<file path="src/rtl/rom_fetch.sv">
// rom_fetch: instruction fetch initiator; PC, one-cycle ROM reads, instruction queue with valid/ready output.
// Optional feature macro: ROM_BOUNDS_CHECK_EN (legality checking + sticky FAULT state);
// without it the PC wraps modulo MEM_BYTES and redirect targets are masked into range.
module rom_fetch #(
    parameter logic [31:0] RESET_PC  = 32'd0,
    parameter int          MEM_BYTES = 128,
    parameter int          QDEPTH    = 2
) (
    input  logic        clk,
    input  logic        reset,
    output logic [31:0] rom_addr,
    output logic        rom_enable,
    input  logic [31:0] rom_data,
    input  logic        redirect_valid,
    input  logic [31:0] redirect_pc,
    output logic        instr_valid,
    output logic [31:0] instr_data,
    output logic [31:0] instr_pc,
    input  logic        instr_ready,
    output logic        fault
);
    localparam int QW = $clog2(QDEPTH);
    localparam logic [31:0] LAST = 32'(MEM_BYTES - 4);

    logic [31:0] pc, ipc, pc_next, target;
    logic        inflight, run_ok, issue, pop;
    logic [QW-1:0] head, tail;
    logic [QW:0]   count;
    logic [QW+1:0] occ;
    logic [31:0]   qd [QDEPTH];
    logic [31:0]   qp [QDEPTH];

`ifdef ROM_BOUNDS_CHECK_EN
    localparam logic [0:0] RUN = 1'b0, FAULT = 1'b1;
    logic [0:0] state;
    assign run_ok  = state == RUN && pc <= LAST && pc[1:0] == 2'b00;
    assign fault   = state == FAULT;
    assign pc_next = pc + 32'd4;
    assign target  = redirect_pc;
    // an illegal pc in RUN parks the fetcher in FAULT until redirect or reset
    always_ff @(posedge clk)
        if (reset || redirect_valid) state <= RUN;
        else if (state == RUN && !run_ok) state <= FAULT;
`else
    assign run_ok  = 1'b1;
    assign fault   = 1'b0;
    assign pc_next = pc == LAST ? 32'd0 : pc + 32'd4;
    assign target  = redirect_pc & LAST;
`endif

    assign pop         = instr_valid && instr_ready;
    assign occ         = {1'b0, count} + {{(QW+1){1'b0}}, inflight} - {{(QW+1){1'b0}}, pop};
    assign issue       = !reset && !redirect_valid && run_ok && occ < (QW+2)'(QDEPTH);
    assign rom_enable  = issue;
    assign rom_addr    = pc;
    assign instr_valid = count != '0;
    assign instr_data  = instr_valid ? qd[head] : '0;
    assign instr_pc    = instr_valid ? qp[head] : '0;

    // pc, in-flight tracking and queue pointers; reset and redirect both flush the queue
    always_ff @(posedge clk)
        if (reset || redirect_valid) begin
            pc       <= reset ? RESET_PC : target;
            inflight <= 1'b0;
            head     <= '0;
            tail     <= '0;
            count    <= '0;
        end else begin
            if (issue) pc <= pc_next;
            inflight <= issue;
            ipc      <= pc;
            if (inflight) tail <= tail + 1'b1;
            if (pop) head <= head + 1'b1;
            count <= count + {{QW{1'b0}}, inflight} - {{QW{1'b0}}, pop};
        end

    // capture the returning word with its pc; occupancy accounting guarantees a free slot
    always_ff @(posedge clk)
        if (!reset && !redirect_valid && inflight) begin
            qd[tail] <= rom_data;
            qp[tail] <= ipc;
        end
endmodule

</file>
<file path="config.mk">
export PLATFORM = sky130hd
export DESIGN_NAME = rom_fetch
export DESIGN_NICKNAME = d
export VERILOG_FILES = /design/src/rtl/rom_fetch.sv
export SDC_FILE = /design/constraint.sdc
export NUM_CORES = 1
export LEC_CHECK = 0
export CAP_MARGIN = 5
export CELL_PAD_IN_SITES_DETAIL_PLACEMENT = 1
export CELL_PAD_IN_SITES_GLOBAL_PLACEMENT = 2
export CORE_ASPECT_RATIO = 0.6
export CORE_MARGIN = 5
export CORE_UTILIZATION = 39
export CTS_BUF_LIST = sky130_fd_sc_hd__clkbuf_2
export CTS_CLUSTER_DIAMETER = 100
export CTS_CLUSTER_SIZE = 28
export DETAILED_ROUTE_END_ITERATION = 6
export PLACE_DENSITY_LB_ADDON = 0.1
export SYNTH_ARGS = -nofsm -noshare
export SYNTH_HDL_FRONTEND = slang
export SYNTH_SLANG_ARGS = --single-unit
</file>
<file path="constraint.sdc">
create_clock -name clk -period 11.44 [get_ports clk]
set_input_delay 2.288 -clock clk [delete_from_list [all_inputs] [get_ports clk]]
set_output_delay 2.288 -clock clk [all_outputs]
set_load 0.01 [all_outputs]
</file>
==> impl_results.md, run 1 <==
* Status: completed
* Worst slew pin tran at 1.12 ns
* Worst path bufs/invs at 3
* CP required at 9.15 ns
* Switching Fraction at 25.7%
* Area Overhead vs Synth at 24.0%
* Power, Total at 1230 uW
* Worst path depth at 10
* R2R depth at 5
* Cell Int Power at 916 uW
* Clock sinks at 190
* Post-Syn Area at 7600 um^2
* Share of the yosys chip area belonging to registers at 74.2%
* Final setup fails at 0
* Post-CTS Setup Inserts at 0
* Fraction of registers with async set/reset at 0%
* Clk_lat worst skew at 0.74 ns
* Fin crit share at 62.5%
* Post-synth EDFFs at 184
* CTS tree: yes
* Antenna-violating nets left at 0
* Post-layout min period at 7.15 ns
* Top-count cell post-synth: edfxtp_1
* Unrepaired setup endpoints after global routing: false
* Maximum VDD drop at 0.0606 mV
* Slowest CP cell: clkdlybuf4s50_1
* Hold Path Class: reg -> reg
* Post-Route WL at 17700 um
* Max_cap viols at 0
* Crit path DAT at 4.87 ns
* Ys flop type: edfxtp_1
* Initial antenna violation count at 0
* # diodes at 0
* I/O Pins at 167
* Initial core utilization at 39.9%
* Post-DR vias/cell at 4.99
* Layout cells sized above 1 at 6.25%
* CP max FO at 3
* Post-cts repair resize count at 0
* Post-Syn Instances at 504
* Net load switching power at 316 uW
* Ranking of synthesized cells by area: edfxtp_1 73%, mux2i_1 8.2%, nor2_1 4.1%
* #FFs+latches synth at 190
* Hold bufs inserted after CTS at 0
* Clock Pin Slew Worst Setup and Hold Paths at 0.27 ns
* CORE AREA at 19100 um^2
* Seq pwr share at 66.4%
* Wirelength per Cell at 19.1 um
* Combinational fraction of design power at 11.0%
* Max Slew Vio Count at 0
* Max clock buf depth at 2
* Setup ws final at 4.29 ns
* Delay-heaviest family, CP: buffers and inverters
* Core Util, Final at 49.4%
* Clock skew at 0.0297 ns
* Fmax at 0.140 GHz
* Clk pwr share at 22.5%
* Setup TNS at 0 ns
* H-Tree Depth at 4
* Hold depth at 0
* Filler instances at 1953
* GP Congestion at 0.753
* GR Overflow Total at 0
* Die area at 22500 um^2
* Global-route wire length before repair at 27500 um
* Die W at 190 um
* DR pass1 iterations at 6
* Average size of a mapped cell at 15.1 um^2
* Synth warn at 0
* Gr usage total at 15.7%
* Critical path type: in -> out
* Worst slew margin at 25.2%
* CTS Buf Count at 17
* Dpl hpwl at 11500 um
* Vias at 4604
* Pre-CTS WS at 4.28 ns
* FP Rows at 39
* IO Port Bufs at 134
* Clock root buffer: clkbuf_2
* Pin count of the biggest net entering global routing at 63
* Post-synth top area cell: edfxtp_1
* Crit-path cells: clkdlybuf4s50_1, and2_1, ha_1, inv_1, ha_1, fa_1, xor2_1, nand2b_1, nor3_1, clkdlybuf4s50_1
* Leakage at 0.00291 uW
* Hold Violations, Final at 0
* Yosys cell types at 36
* Number of nets in the final layout at 715
* Crit start category: input pin
* Synth top area share at 72.7%
* Crit path capture type: primary output
* Die H at 118 um
* DRC Markers at 0
* Drt first-iter violations at 278
* Vias in the first global route at 5016
* PD cells at 131 nW/um^2
* Synth top cells by count: 184 x edfxtp_1, 83 x nor2_1, 62 x mux2i_1
* Worst stage delay on the critical path at 0.58 ns
[metal layers]
| layer | routed length, um | track usage (%) |
|---|---|---|
| met1 | 8490 | 21.6 |
| met2 | 8140 | 24.9 |
| met3 | 854 | 4.07 |
| met4 | 166 | 4.39 |
| met5 | 0 | 0 |
[state kept, by name, summed over array words and instances, names as in the netlist, named ones only]
| signal | count |
|---|---|
| qd | 64 |
| qp | 60 |
| ipc | 30 |
| count | 2 |
| head | 1 |
| inflight | 1 |
| tail | 1 |
| rom_addr | 30 |
[cell usage in the layout (no fill, tap or decap), drive strengths merged]
cell,Yosys,routed
nor2,83,83
clkbuf,13,20
or4,9,9
nand2b,1,1
nor4,9,9
xor2,2,2
nand3,7,7
and3,4,4
or4b,1,1
o31ai,7,7
nand2,20,20
edfxtp,184,184
or3,5,5
dfxtp,6,6
xnor2,16,16
ha,3,3
fa,1,1
inv,11,11
mux2i,62,62
clkdlybuf4s50,0,134
buf,11,6
nand4b,1,1
clkinv,0,10
nor4b,1,1
a21oi,18,18
and2,3,3
nand4,7,7
o211ai,2,2
nor3,8,8
o21ai,8,8
conb,1,5
clkinvlp,0,2
[final timing paths]
| path | start | to | slack (ns) |
|---|---|---|---|
| worst min-delay path | ipc[25]$_DFFE_PP_ | qp[0][25]$_DFFE_PP_ | 0.46 |
| worst max register to register | rom_addr[7]$_SDFFCE_PP0P_ | rom_addr[23]$_SDFFCE_PP0P_ | 8.51 |
| worst max-delay path | instr_ready | rom_enable | 4.29 |
| worst min register to register | ipc[25]$_DFFE_PP_ | qp[0][25]$_DFFE_PP_ | 0.46 |
[through the flow]
| stage | instance area [um^2] | instances | hold slack (ns) |
|---|---|---|---|
| floorplan | 7620 | 508 | 0.421 |
| global placement | 9250 | 890 | 0.423 |
| detailed placement | 9250 | 890 | 0.431 |
| CTS | 9430 | 922 | 0.462 |
| global route | 9430 | 922 | 0.460 |
| finish | 9430 | 922 | 0.459 |
[cells by family after synthesis]
family,synth area share [%]
flip-flops,74.2
XOR/XNOR,2.07
multiplexers,8.16
AND/OR/NAND/NOR,10.0
AO/OA/AOI/OAI,2.60
other,0.0493
adder cells (fa/ha/maj),0.757
buffers and inverters,2.09
[cell type report]
class | instances | area, um^2 | area share (%)
Sequential cell | 190 | 5650 | 59.9
Multi-Input combinational cell | 283 | 1840 | 19.5
Timing Repair Buffer | 140 | 1390 | 14.7
Inverter | 11 | 41.3 | 0.438
Tap cell | 266 | 333 | 3.53
Clock buffer | 20 | 100 | 1.06
Clock inverter | 12 | 73.8 | 0.783
[power by group through the flow]
stage	logic [uW]	clock network (uW)	registers [uW]
6_report	136	278	818
5_1_grt	147	321	823
4_1_cts	139	293	819
3_5_place_dp	138	0	834
3_3_place_gp	135	0	831
2_1_floorplan	54.7	0	829
No activity file was read; power rests on OpenSTA's default activity.
==> run 2: changes to the inputs <==
- CORE_UTILIZATION: 39 -> 33
- clock period: 11.44 -> 5.9 ns (I/O delays scaled with it)
==> run 2 against run 1 <==
Effect of this change:
- global-route usage down 1.6 points
- count of clock-buffer cells in the layout down 1
- combinational power grew 90%
- worst hold slack gained 0.0030 ns
- critical path type unchanged
- sequential power rose by 94%
- non-clock buffer count stayed put
- clock power increased to 2.5 times the previous value
==> impl_results.md, run 2 (synthesized netlist as in run 1, its figures left out) <==
* Crit start category: input pin
* Gr usage total at 14.1% (-1.6 points)
* Hold bufs inserted after CTS at 0 (unchanged)
* Die H at 128 um (+8.0%)
* Drt first-iter violations at 228 (-18%)
* Hold depth at 0 (unchanged)
* # diodes at 0 (unchanged)
* Most common cell after layout, fill and taps aside: edfxtp_1
* R2R depth at 6 (+1)
* Hold EP: qp[1][19]$_DFFE_PP_
* Critical R2R Launch: rom_addr[3]$_DFFE_PP_
* PD cells at 267 nW/um^2 (+100%)
* Commonest non-fill, non-tap cells in the layout: 184 x edfxtp_1, 134 x clkdlybuf4s50_1, 80 x nor2_1
* Pin count of the biggest net entering global routing at 63 (unchanged)
* Post-CTS Setup Inserts at 0 (unchanged)
* H-Tree Depth at 4 (unchanged)
* Worst Hold Launch: ipc[19]$_DFFE_PP_
* Status: completed
* Max clock buf depth at 2 (unchanged)
* Fin crit share at 82.8%
* Post-cts repair resize count at 0 (unchanged)
* Initial core utilization at 33.3% (-6.6 points)
* Wirelength per Cell at 18.9 um (-1.4%)
* Hold Violations, Final at 0 (unchanged)
* Post-layout min period at 4.88 ns
* Number of nets in the final layout at 715 (unchanged)
* Worst slew margin at 24.1% (-1.1 points)
* Crit path capture type: primary output
* Vias at 4565 (-0.85%)
* CP max FO at 3 (unchanged)
* Die W at 206 um (+8.3%)
* Clock Pin Slew Worst Setup and Hold Paths at 0.27 ns (about the same)
* Setup ws final at 1.02 ns (-3.27 ns)
* Clock root buffer: clkbuf_2
* Area Overhead vs Synth at 25.9%
* CORE AREA at 22900 um^2 (+20%)
* Max_cap viols at 0 (unchanged)
* Fmax at 0.205 GHz
* Filler instances at 2339 (+20%)
* Biggest regs: qd: 64 flops, qp: 60 flops
* Crit path DAT at 3.70 ns (-1.17 ns)
* R2r endpoint: rom_addr[11]$_SDFFCE_PP0P_
* DRC Markers at 0 (unchanged)
* GP Congestion at 0.719 (-4.4%)
* I/O Pins at 167 (unchanged)
* Clock skew at 0.0498 ns (+0.0200 ns)
* CP required at 4.72 ns (-4.43 ns)
* Vias in the first global route at 4929 (-1.7%)
* Clock sinks at 190 (unchanged)
* Pre-CTS WS at 1.01 ns (-3.28 ns)
* Maximum VDD drop at 0.113 mV (+86%)
* Hold Path Class: reg -> reg
* Max Slew Vio Count at 0 (unchanged)
* GR Overflow Total at 0 (unchanged)
* CTS tree: yes
* Clk_lat worst skew at 0.78 ns (+0.04 ns)
* Post-DR vias/cell at 4.70 (-5.9%)
* Core Util, Final at 41.9% (-7.5 points)
* Critical path type: in -> out
* Antenna-violating nets left at 0 (unchanged)
* IO Port Bufs at 134 (unchanged)
* Flop2flop setup slack at 2.94 ns (-5.57 ns)
* CTS Buf Count at 17 (unchanged)
* Global-route wire length before repair at 28100 um (+2.1%)
* DR pass1 iterations at 4 (-2)
* Dpl hpwl at 11900 um (+4.1%)
* Register with the most flip-flops: qd
* FP Rows at 43 (+10%)
* Critical Path Start: instr_ready
* Setup TNS at 0 ns (unchanged)
* Post-Route WL at 18300 um (+3.9%)
* Final setup fails at 0 (unchanged)
* Die area at 26300 um^2 (+17%)
* Unrepaired setup endpoints after global routing: false
* Initial antenna violation count at 1 (+1)
* Leakage at 0.00295 uW (+1.6%)
* Largest register FFs at 64 (unchanged)
* Layout cells sized above 1 at 6.86% (+0.61 points)
* Worst slew pin tran at 1.14 ns (+0.0166 ns)
-- run 2: cell types whose count changed in the layout (fill, tap and decap cells not counted), sizes merged --
cell / before / now
clkinv: 10 / 5
inv: 11 / 15
bufinv: 0 / 3
clkbuf: 20 / 19
clkinvlp: 2 / 1
-- run 2: power breakdown --
part	total, uW	internal [uW]	switching, uW
registers	1590	1530	59.1
logic	258	134	124
clock network	700	245	456
-- run 2: worst max-delay path by stage --
stage | end | slack [ns]
after floorplan | qd[0][0]$_DFFE_PP_ | 0.04
after global placement | rom_enable | 1.04
after detailed placement | rom_enable | 1.01
after CTS | rom_enable | 1.00
after global routing | rom_enable | 0.88
final | rom_enable | 1.02
-- run 2: final cells by class --
type | instances | area, um^2 | area share (%)
clock buffers | 19 | 95.1 | 0.994
clock inverters | 13 | 163 | 1.70
inverters | 11 | 41.3 | 0.431
multi-input cells | 283 | 1840 | 19.2
flip-flops and latches | 190 | 5650 | 59.0
well taps | 315 | 394 | 4.12
repair buffers | 140 | 1390 | 14.5
-- run 2: per-stage QoR --
step	hold slack (ns)	cells	power, uW	area (um^2)
2_1_floorplan	0.421	508	1710	7620
3_3_place_gp	0.423	939	1880	9310
3_5_place_dp	0.432	939	1890	9310
4_1_cts	0.476	971	2590	9570
5_1_grt	0.472	971	2670	9570
6_report	0.462	971	2550	9570
-- run 2: metal layers --
metal,GRT usage [%],wire (um)
met1,19.3,8780
met2,22.2,8530
met3,4.13,839
met4,3.56,163
met5,0,13
-- run 2: critical path: stages --
cell and delay [ns]:
clkdlybuf4s50_1 0.39, and2_1 0.16, ha_1 0.29, inv_1 0.04, ha_1 0.18, fa_1 0.46, nand2b_1 0.20, nor3_1 0.17
clkdlybuf4s50_1 0.63
